--- src/rtl/hazard_sched_unit.sv ---
// hazard_sched_unit: operand forwarding, load-use/branch hazards and multi-cycle execute sequencing
module hazard_sched_unit (
  input  logic       clk,
  input  logic       srst,
  input  logic [4:0] rs1_d,
  input  logic [4:0] rs2_d,
  input  logic [4:0] rs1_e,
  input  logic [4:0] rs2_e,
  input  logic [4:0] rd_e,
  input  logic [4:0] rd_m,
  input  logic [4:0] rd_w,
  input  logic       reg_write_m,
  input  logic       reg_write_w,
  input  logic       res_src_e,
  input  logic       pc_src_e,
  input  logic       mc_start_e,
  input  logic [3:0] mc_cycles_e,
  output logic [1:0] forwardAE,
  output logic [1:0] forwardBE,
  output logic       stall_f,
  output logic       stall_d,
  output logic       stall_e,
  output logic       flush_d,
  output logic       flush_e,
  output logic       bubble_m,
  output logic       mc_capture,
  output logic       mc_busy,
  output logic       mc_done
);
  typedef enum logic {IDLE, BUSY} state_t;
  state_t     state_q, state_d;
  logic [3:0] cnt_q, cnt_d, n;
  logic       start_long, idle, on, go, lwstall, mc_stall;
  always_ff @(posedge clk) begin
    if (srst) begin
      state_q <= IDLE;
      cnt_q   <= '0;
    end else begin
      state_q <= state_d;
      cnt_q   <= cnt_d;
    end
  end
  always_comb begin
    n          = mc_cycles_e == 4'd0 ? 4'd1 : mc_cycles_e;
    start_long = mc_start_e && n > 4'd1;
    idle       = state_q == IDLE;
    state_d    = pc_src_e ? IDLE : idle ? (start_long ? BUSY : IDLE) : (cnt_q == 4'd0 ? IDLE : BUSY);
    cnt_d      = pc_src_e ? 4'd0 : idle ? (start_long ? n - 4'd2 : 4'd0) : (cnt_q == 4'd0 ? 4'd0 : cnt_q - 4'd1);
  end
  always_comb begin
    on         = !srst;
    go         = on && !pc_src_e;
    lwstall    = on && res_src_e && rd_e != 5'd0 && (rd_e == rs1_d || rd_e == rs2_d);
    mc_stall   = go && (idle ? start_long : cnt_q != 4'd0);
    forwardAE  = !on ? 2'b00 : (reg_write_m && rd_m != 5'd0 && rd_m == rs1_e) ? 2'b10 :
                 (reg_write_w && rd_w != 5'd0 && rd_w == rs1_e) ? 2'b01 : 2'b00;
    forwardBE  = !on ? 2'b00 : (reg_write_m && rd_m != 5'd0 && rd_m == rs2_e) ? 2'b10 :
                 (reg_write_w && rd_w != 5'd0 && rd_w == rs2_e) ? 2'b01 : 2'b00;
    stall_f    = mc_stall || lwstall;
    stall_d    = mc_stall || lwstall;
    stall_e    = mc_stall;
    bubble_m   = mc_stall;
    flush_d    = on && pc_src_e;
    flush_e    = !mc_stall && (lwstall || (on && pc_src_e));
    mc_capture = go && idle && mc_start_e;
    mc_busy    = go && (idle ? start_long : 1'b1);
    mc_done    = go && (idle ? mc_start_e && n == 4'd1 : cnt_q == 4'd0);
  end
endmodule

--- config.mk ---
export PLATFORM = sky130hd
export DESIGN_NAME = hazard_sched_unit
export DESIGN_NICKNAME = d
export VERILOG_FILES = /design/src/rtl/hazard_sched_unit.sv
export SDC_FILE = /design/constraint.sdc
export NUM_CORES = 1
export LEC_CHECK = 0
export CAP_MARGIN = 20
export CORE_ASPECT_RATIO = 0.75
export CORE_MARGIN = 2
export CORE_UTILIZATION = 36
export CTS_CLUSTER_DIAMETER = 100
export DETAILED_ROUTE_END_ITERATION = 10
export PLACE_DENSITY_LB_ADDON = 0.2
export SKIP_CTS_REPAIR_TIMING = 1
export SLEW_MARGIN = 20
export SYNTH_ARGS = -nofsm -noshare
export SYNTH_HDL_FRONTEND = slang
export SYNTH_SLANG_ARGS = --single-unit
export TNS_END_PERCENT = 1
--- constraint.sdc ---
create_clock -name clk -period 4.85 [get_ports clk]
set_input_delay 0.97 -clock clk [delete_from_list [all_inputs] [get_ports clk]]
set_output_delay 0.97 -clock clk [all_outputs]
set_load 0.02 [all_outputs]
==> impl_summary.md <==
Status
The run finished with clean final reports.

Yosys
In the post-synthesis netlist, the biggest area contributors are xor2_1, dfxtp_1, xnor2_1. The number of different library cells in the post-synthesis netlist is 31. Summing every instance area after synthesis gives 777.0 µm². The largest total area in the synthesized netlist belongs to xor2_1.

In this run, synthesis produced a sequential element count of 5. Counting every net in the synthesized netlist gives 151. The Yosys step of the flow raised 0 warnings. Averaged over all synthesized cells, the footprint is 7.471 µm². After technology mapping, the gate count stands at 104. The share of synthesized area in the top cell type comes to 23.67%.

Sequential elements use 12.88% of the synthesized area. Yosys mapped a number of flops with a built-in enable equal to 0. By count the netlist is led by xor2_1, nor2_1, xnor2_1. Yosys instantiated no cell more often than xor2_1.

The commonest register cell after synthesis is dfxtp_1. The share of flip-flops with an asynchronous set or reset is 0%.

Route
The detailed router placed 978 vias in this run. The detailed-route wire length per cell is 13.72 µm. The count of nets left with antenna violations once routing finished came out at 0.

For this run, the detailed router's first-pass iteration total came to 4. The aggregate routed wire length is 2566 µm. In the routed layout, each cell is associated on average with a via count of 5.230.

The initial detailed-routing violation count is 41. The final routed DRC violation total is 0.

Global route
Entering global routing, the biggest net connects 10 pins. The global-route wire length before repair is 4146 µm. Global routing finished with a remaining overflow of 0.

The number of global-route vias before repair is 895. The initial antenna violation count came to 0. Global routing consumed, over all layers together, 21.34% of the routing resources.

Clock network
The number of buffers inserted during clock tree synthesis is 3. The tree is rooted in a clkbuf_4. The TritonCTS clock tree is done. The register clock-pin slew on the reported worst setup and hold paths is 0.04 ns. The maximum root-to-sink buffer count is 2.

CTS built an H-tree with a depth of 1. The insertion delay of the later-clocked pin in the worst-skew pair is 0.26 ns. Clock tree synthesis found a total of 5 sinks.

Pwr
The static leakage is 0.0004948 µW. The portion of total power attributed to the clock network is 26.1%. Combinational logic is responsible for 51.4% of the overall power. The sequential fraction of design power is 22.5%.

For this design the total switching power over the nets is 64.52 µW. The power per unit of standard cell area is 141.8 mW/mm². Net switching is 32.61% of the power.

The worst supply voltage drop on vdd is 113.3 µV. The cell-internal power is 133.3 µW.

Die
Measured along the y axis, the die boundary spans 44.24 µm. The initial utilization of the core area, before any placement, comes to 38.57%. The top-level port count is 59. The number of placement rows is 14.

The region available for standard cell placement spans 0.002014 mm². The total die area is 0.002550 mm². The die is 57.65 µm wide.

Setup path
At the worst endpoint, the required time is 3.88 ns. The type of destination of the critical path is an output port. STA classifies the critical path startpoint as an input port. The arrival time of the worst setup path is 3.24 ns. Of all nets on the critical path, the largest fanout is 4. The critical path is of the input port to output port type.

Timing
The count of final max-slew check failures came to 0. The headroom to the max-slew limit is 75.62%. The number of hold violations in the final report is 0. Setup violations remaining at the end of the flow were counted as 0. Setup repair after global routing left no endpoint under its margin. At the pin with the least slew margin, the transition time is 0.3644 ns.

The timing-limited maximum frequency is 237.3 MHz. The part of the cycle the worst path needs is 86.89%. Subtracting the final worst setup slack from the clock period gives 4.214 ns.

Adding up every negative setup slack in the final design gives 0 ns. On the final layout, the worst clock skew is 0.007517 ns.

Final layout
The non-filler instance count after layout is 187. The total area of sequential cells is 100.1 µm². From synthesis to final layout, the design area changed by 79.55%. The number of antenna diodes in the final layout is 0. The proportion of layout cells with a drive suffix above 1 is 5.521%. In the final design database the tool counted 211 nets. The fill cell total of the finished layout is 195. The multi-input combinational cells in the finished layout cover a total of 646.9 µm².

Run
The tool flagged a number of max-cap violations equal to 0.

Place
Once detailed placement completed, the half-perimeter wirelength came to 2183 µm. Once placement completed, the tool counted placed cells totaling 183. The congestion estimate from routability-driven global placement came to 0.9568. Port buffering added 58 buffers.

Min path
The type of the most critical hold path is register to register.
power by group through the flow:
stage	logic, µW	registers [µW]	clock network, µW
4_1_cts	102	44.4	51.5
5_1_grt	110	44.6	56.5
3_5_place_dp	101	45.1	0
2_1_floorplan	42.6	44.7	0
3_3_place_gp	99.3	45.0	0
6_report	102	44.5	51.7
worst max-delay path, stage by stage:
cell             delay, ns
clkdlybuf4s50_1       0.48
or4_1                 0.56
o21ai_2               0.19
nor3_1                0.10
nor4_2                0.29
clkdlybuf4s50_1       0.65
per-layer routing:
layer  wire [µm]  GRT usage [%]  share of wire (%)
met3         220          5.263                8.6
met1        1255          30.04                 49
met4          24          6.977               0.94
met2        1066          32.05                 42
met5           0              0                  0
cell type report:
cell class                 count  share of cell area, %
multi-input combinational     93                  46.37
inverter                       3                 0.8072
sequential                     5                  7.175
tap                           24                  2.152
timing repair buffer          58                  41.61
clock buffer                   4                  1.883
cell families after synthesis:
logic type      Yosys count  share of synthesized area, %
buf+inv                   6                         3.864
flops                     5                         12.88
simple gates             43                         31.24
compound gates           18                         15.46
fa+ha+maj                 1                         1.610
xor+xnor                 31                         34.94
through the flow:
step | utilization, % | instance area (µm²) | setup slack (ns) | hold WS [ns] | power (µW)
6_report | 69.25 | 1395 | 0.6359 | 0.5379 | 197.8
5_1_grt | 69.25 | 1395 | 0.5518 | 0.5838 | 210.7
2_1_floorplan | - | 777.0 | 1.606 | 0.5003 | 87.21
3_5_place_dp | 67.95 | 1369 | 0.6526 | 0.5289 | 146.3
4_1_cts | 69.25 | 1395 | 0.6481 | 0.5366 | 197.7
3_3_place_gp | 67.95 | 1369 | 0.7159 | 0.5338 | 144.4
final timing paths:
check / from / end / slack, ns / cells after the start
min: cnt_q[3] / cnt_q[3] / 0.54 / 2
max: rd_m[1] / forwardAE[0] / 0.64 / 6
max reg2reg: state_q / cnt_q[1] / 3.64 / 4
min reg2reg: cnt_q[3] / cnt_q[3] / 0.54 / 2
state kept, by name (all words and copies together) (netlist names):
name     cells
cnt_q        4
state_q      1
layout by cell type (no fill, tap or decap), types with 3 or more instances in the layout:
master / n
nand2_1: 4
nor2b_1: 3
dfxtp_1: 5
xnor2_1: 10
clkdlybuf4s50_1: 58
nor2_1: 11
xor2_1: 21
a21oi_1: 5
or4_1: 5
inv_1: 3
nor3_1: 7
o21ai_0: 4
clkbuf_4: 3
Power figures use the tool's default switching activity.
